===== src/rtl/hms_stopwatch.sv =====
// hms_stopwatch: hours/minutes/seconds stopwatch in packed BCD for the VGA
// time printer. A prescaler on the pixel clock produces the one-second tick.
// The printer sees a copy of the time that is reloaded once per frame.
module hms_stopwatch #(
    parameter int TICK_DIV  = 25000000,
    parameter bit VS_ACTIVE = 1'b0
) (
    input  logic       clk,
    input  logic       reset,
    input  logic       ss,
    input  logic       clr,
    input  logic       vs,
    output logic [7:0] th,
    output logic [7:0] tm,
    output logic [7:0] ts,
    output logic       running,
    output logic       tick
);

    localparam int PW = (TICK_DIV > 1) ? $clog2(TICK_DIV) : 1;
    localparam logic [PW-1:0] PRE_MAX = PW'(TICK_DIV - 1);

    typedef enum logic {
        STOP = 1'b0,
        RUN  = 1'b1
    } state_t;

    state_t        state;
    state_t        state_next;
    logic [PW-1:0] pre;
    logic [PW-1:0] pre_next;
    logic [7:0]    cur_h;
    logic [7:0]    cur_m;
    logic [7:0]    cur_s;
    logic [7:0]    h_next;
    logic [7:0]    m_next;
    logic [7:0]    s_next;
    logic          tick_next;
    logic          ss_prev;
    logic          vs_prev;
    logic          rise;
    logic          frame;

    // Advance one packed-BCD field by one; the caller handles the field's wrap.
    function automatic logic [7:0] bcd_step(input logic [7:0] v);
        if (v[3:0] == 4'd9)
            return {v[7:4] + 4'd1, 4'd0};
        else
            return {v[7:4], v[3:0] + 4'd1};
    endfunction

    // Next-state logic: edge detection, prescaler, clear and the BCD carry chain.
    always_comb begin
        rise       = ss & ~ss_prev;
        frame      = (vs == VS_ACTIVE) && (vs_prev != VS_ACTIVE);
        state_next = state;
        pre_next   = pre;
        tick_next  = 1'b0;
        h_next     = cur_h;
        m_next     = cur_m;
        s_next     = cur_s;

        if (state == RUN) begin
            if (pre == PRE_MAX) begin
                pre_next  = '0;
                tick_next = 1'b1;
                s_next    = (cur_s == 8'h59) ? 8'h00 : bcd_step(cur_s);
                if (cur_s == 8'h59) begin
                    m_next = (cur_m == 8'h59) ? 8'h00 : bcd_step(cur_m);
                    if (cur_m == 8'h59)
                        h_next = (cur_h == 8'h23) ? 8'h00 : bcd_step(cur_h);
                end
            end else begin
                pre_next = pre + PW'(1);
            end
        end else if (clr) begin
            pre_next = '0;
            h_next   = 8'h00;
            m_next   = 8'h00;
            s_next   = 8'h00;
        end

        if (rise)
            state_next = (state == RUN) ? STOP : RUN;
    end

    // Run/stop state machine with registered running/tick, time registers and frame latch.
    always_ff @(posedge clk) begin
        if (!reset) begin
            state   <= STOP;
            running <= 1'b0;
            tick    <= 1'b0;
            pre     <= '0;
            cur_h   <= 8'h00;
            cur_m   <= 8'h00;
            cur_s   <= 8'h00;
            th      <= 8'h00;
            tm      <= 8'h00;
            ts      <= 8'h00;
            ss_prev <= 1'b0;
            vs_prev <= ~VS_ACTIVE;
        end else begin
            state   <= state_next;
            running <= (state_next == RUN);
            tick    <= tick_next;
            pre     <= pre_next;
            cur_h   <= h_next;
            cur_m   <= m_next;
            cur_s   <= s_next;
            ss_prev <= ss;
            vs_prev <= vs;
            if (frame) begin
                th <= h_next;
                tm <= m_next;
                ts <= s_next;
            end
        end
    end

endmodule


===== config.mk =====
export PLATFORM = sky130hd
export DESIGN_NAME = hms_stopwatch
export DESIGN_NICKNAME = d
export VERILOG_FILES = /design/src/rtl/hms_stopwatch.sv
export SDC_FILE = /design/constraint.sdc
export NUM_CORES = 1
export LEC_CHECK = 0
export BUFFER_PORTS_ARGS = -buffer_cell sky130_fd_sc_hd__buf_2
export CAP_MARGIN = 40
export CORE_MARGIN = 3
export CORE_UTILIZATION = 59
export DETAILED_ROUTE_END_ITERATION = 10
export PLACE_DENSITY = 0.91
export SETUP_SLACK_MARGIN = 0.15
export SLEW_MARGIN = 20
export SYNTH_ARGS = -nofsm -noshare
export SYNTH_HDL_FRONTEND = slang
export SYNTH_SLANG_ARGS = --single-unit

===== constraint.sdc =====
create_clock -name clk -period 2.84 [get_ports clk]
set_input_delay 0.426 -clock clk [delete_from_list [all_inputs] [get_ports clk]]
set_output_delay 0.426 -clock clk [all_outputs]
set_load 0.01 [all_outputs]

-- Word level (Yosys, flattened, before mapping)
Cells that the tools add are included.
- logic and storage cells: 54
- register bits after elaboration: 77
- add/sub/neg operators: 7
- equality and inequality tests: 7
- bitwise logic cells: 3
- muxes and demuxes: 23
- reductions and logical operators: 3
- operators by type and width (operator ; number):
    $mux W8 ; 18
    $mux W25 ; 3
    $add A25 B1 Y25 const B ; 1
    $eq A25 B25 Y1 const B ; 1
    $add A4 B1 Y4 const B ; 6
    $eq A8 B7 Y1 const B ; 2
    $eq A4 B4 Y1 const B ; 3
    $eq A8 B6 Y1 const B ; 1
    $mux W1 ; 2
    $not A1 Y1 ; 2
    $reduce_and A2 Y1 ; 1
    $reduce_bool A2 Y1 ; 1
    $and A1 B1 Y1 ; 1
    $logic_and A1 B1 Y1 ; 1

-- Logic depth before layout (Yosys ltp)
- word-level depth: 7
- gate-level depth with buffers: 9
- gate-level depth less buffers: 8

-- Worst setup path after synthesis
OpenSTA, ideal clock, no wires.
- kind: flip-flop to flip-flop
- from: reg pre[0]
- to: reg pre[19]
- period minus slack after synthesis: 2.165 ns
- path buffers: 2
- library setup time: 0.132 ns
- slack: 0.675 ns
- data arrival time: 2.033 ns
- cell stages (with the launch flop): 10
- cell sequence: dfxtp_1 > ha_1 > nand3_2 > or4_1 > buf_2 > o21ai_2 > buf_4 > a31oi_1 > o21ai_0 > a21oi_1
- longest elaborated chain between the ends: 3
- elaborated cells on any way between the ends: 4
- classes of those cells: add/sub (1); eq/ne (1); mux (2)
- RTL lines (what ; line ; source):
    from (decl) ; 30 ; logic [PW-1:0] pre;
    from (signal assigned) ; 106 ; pre <= pre_next;
    $add A25 B1 Y25 or $eq A25 B25 Y1 (tied branches) ; 74, 64 ;
    $mux W25 (*) ; 64 ; if (pre == PRE_MAX) begin
    $mux W25 (*) ; 63 ; if (state == RUN) begin
Every way passes the cells marked *; elsewhere a longest branch is shown, timed or not.
A chain may end at the register's enable or synchronous reset.

-- Worst setup path after layout
- from: reg pre[0]
- to: reg tm[4]
- longest elaborated chain between the ends: 3
- RTL lines (what ; line ; source):
    $eq A25 B25 Y1 ; 64 ;
    $mux W8 ; 64 ;
    $mux W8 ; 63 ;
    to (signal assigned) ; 114 ; tm <= m_next;
    to (decl) ; 14 ; output logic [7:0] tm,
Every way passes these cells.

==> out/results.tsv <==
metric	value	unit
fin_area	4420	sq um
period_minus_slack	2430	ps
place_area	4190	sq um
dieWidth	88.4	um
clk_latency	360	ps
via_per_inst	6.79	
vdd_drop_max	0.387	mV
antenna_found_initial	0	
die_area	7820	sq um
grt-ovfl-total	0	
synth_flop_cell	dfxtp_1	
place.detailed.hpwl	6690	um
hold_path_depth	2	
cts_post_setup_buffers_inserted	0	
reg2reg_to	tm[4]	
first_global_vias	3811	
r2r-start	pre[0]	
rows	29	
fin_nets	524	
synth_nets	509	
drive_gt1_share	15.3	%
slew_violations	0	
cts_resized	0	
cts-root-buf	clkbuf_8	
core	6460	sq um
finalHoldViolCount	0	
fill_cells	506	
htree_levels	3	
worst_pin_slew	606	ps
setup_viol	0	
status	complete, no violations	
finalWorstSetupSlack	410	ps
postRouteAntennaNets	0	
antenna_cells	0	
fmax	411	MHz
min_period_over_period	85.6	%
drtIter0Drc	355	
max-slew-margin-rel	59.4	%
yosys_warnings	0	
crit_path_start_kind	flop	
cts.sinks	77	
clk_pin_slew	80	ps
critPathArrivalTime	2670	ps
routedWlPerCell	17.6	um
syn2layout_area_growth	10.2	%
p_leak	0.00165	uW
ys_seq_area_share	38.4	%
drtPass1Iterations	5	
grt_max_degree	38	
reg2reg_slack	410	ps
synth-edff-count	0	
synthesis.area	4010	sq um
worstPathRequired	3080	ps
gp_congestion	0.883	
start_util	62.1	%
p_per_area	513	nW/um^2
whs_endpoint	ss_prev	
cp_max_fo	13	
regArea	1540	sq um
rsz0062_at_grt	no	
wirelength	10400	um
ys_async_sr_fraction	0	%
min_from	ss	
critPathCaptureType	flop	
io_buffers	30	
tns	0	ps
cts_tree	done	
netlist-cell-type-count	60	
num_io_pins	31	
skew	13.5	ps
synth_seq_cells	77	
min_path_type	in2reg	
ctsHoldBuffers	0	
whs	281	ps
multi_input_area	2270	sq um
cts_made_buffers	9	
die_height	88.4	um
vias	3993	
maxCapViolations	0	
synth_cells	491	
reg2reg_depth	8	
grt_pass1_wl	17400	um
path_class	reg2reg	
pre_cts_ws	509	ps
drc	0	
avgSynthCellArea	8.17	sq um
grt_usage	27.9	%
cts_buffer_depth	2	
==> metal layers <==
layer	wire (um)	GRT usage, %
met5	0	0
met3	921	4.75
met1	4060	34.6
met4	364	15.9
met2	5020	45.5
==> where the power goes <==
part,internal (uW),leakage [uW],switching (uW)
Clock,525,0.000113,430
Sequential,1100,0.000625,11.8
Combinational,58.6,0.000911,140
Total,1680,0.00165,582
==> flip-flops by register name, indices dropped and copies added, names as in the netlist, 8 cells and up <==
name   cells
cur_s      8
cur_m      8
cur_h      8
th         8
tm         8
pre       25
ts         8
==> synthesized netlist by cell type, types with 2 or more instances <==
cell	count	area, sq um
dfxtp_1	77	1540
a21oi_1	48	240
nor2_1	43	161
o21ai_0	38	190
nand2_1	32	120
clkbuf_1	28	105
a31oi_1	22	138
nand3_1	22	110
ha_1	13	163
inv_1	13	48.8
and2_1	9	56.3
nand4_1	9	56.3
and3_1	8	50.1
buf_2	8	40.0
nor3_1	8	40.0
nor4_1	8	50.1
a311oi_1	7	61.3
or3_1	6	37.5
a22oi_1	4	30.0
and3b_1	4	35.0
nand2b_1	4	25.0
nand4b_1	4	35.0
nor2b_1	4	25.0
o211a_1	4	40.0
o311a_1	4	40.0
o31ai_1	4	30.0
a211oi_1	3	22.5
a41oi_1	3	26.3
and4b_1	3	30.0
mux2_2	3	33.8
nand3b_1	3	22.5
nor4b_1	3	26.3
o211ai_1	3	22.5
o21ba_2	3	30.0
or4_1	3	22.5
xnor2_1	3	26.3
a21boi_0	2	15.0
and4_1	2	17.5
mux2i_1	2	20.0
nand3_2	2	20.0
nor4_2	2	25.0
o21a_1	2	15.0
==> logic make-up after synthesis <==
logic type / after synthesis / synth area share [%]
xor gates and xnor gates: 3 / 0.655
adders and majority gates: 13 / 4.06
AOI/OAI and AO/OA: 155 / 24.1
buffers and inverters: 51 / 5.12
muxes: 5 / 1.34
and+or+nand+nor: 187 / 26.2
DFF: 77 / 38.4
==> critical path: stages, from the launching register on <==
cell	delay, ps
dfxtp_1	410
ha_1	240
nand3_2	160
nor4_2	260
buf_4	230
nand3_1	290
o311a_1	400
a31oi_1	220
a21oi_1	100
==> final cells by class <==
cell class              instances  area share [%]
inverters                      14            1.19
clock inverters                 6            2.12
clock buffers                  10            3.11
flip-flops and latches         77            34.9
repair buffers                 41            5.26
well taps                      77            2.18
multi-input cells             363            51.3
==> stage by stage <==
| stage | instances | utilization, % | total power, uW |
|---|---|---|---|
| after floorplan | 491 | - | 1270 |
| after global placement | 572 | 64.9 | 1320 |
| after detailed placement | 572 | 64.9 | 1330 |
| after CTS | 588 | 68.4 | 2270 |
| after global routing | 588 | 68.4 | 2340 |
| final | 588 | 68.4 | 2270 |
==> cell usage in the layout (no fill, tap or decap), drive strengths merged, types with 4 or more instances in the layout <==
master  netlist  layout
nor4b         4       4
nand4        10      10
and3b         4       4
and2          9       9
o211a         4       4
nor3         10      10
a21oi        48      48
clkbuf       28      10
o311a         4       4
a22oi         4       4
a31oi        22      22
a311oi        7       7
nand4b        4       4
nand2b        4       4
buf           9      41
ha           13      13
or3           7       7
o21ai        40      40
nand3        24      24
nor4         10      10
and3          9       9
o31ai         4       4
inv          14      15
dfxtp        77      77
nand2        32      32
nor2         43      43
nor2b         4       4
==> worst max path at each step <==
stage	slack, ps	start	cells past startpoint	endpoint
floorplan	680	pre[0]	9	pre[19]
global placement	600	pre[0]	7	ts[7]
detailed placement	510	pre[0]	7	cur_h[5]
CTS	470	pre[0]	7	cur_h[5]
global route	220	pre[0]	7	cur_h[5]
finish	410	pre[0]	8	tm[4]
Power figures use the tool's default switching activity.
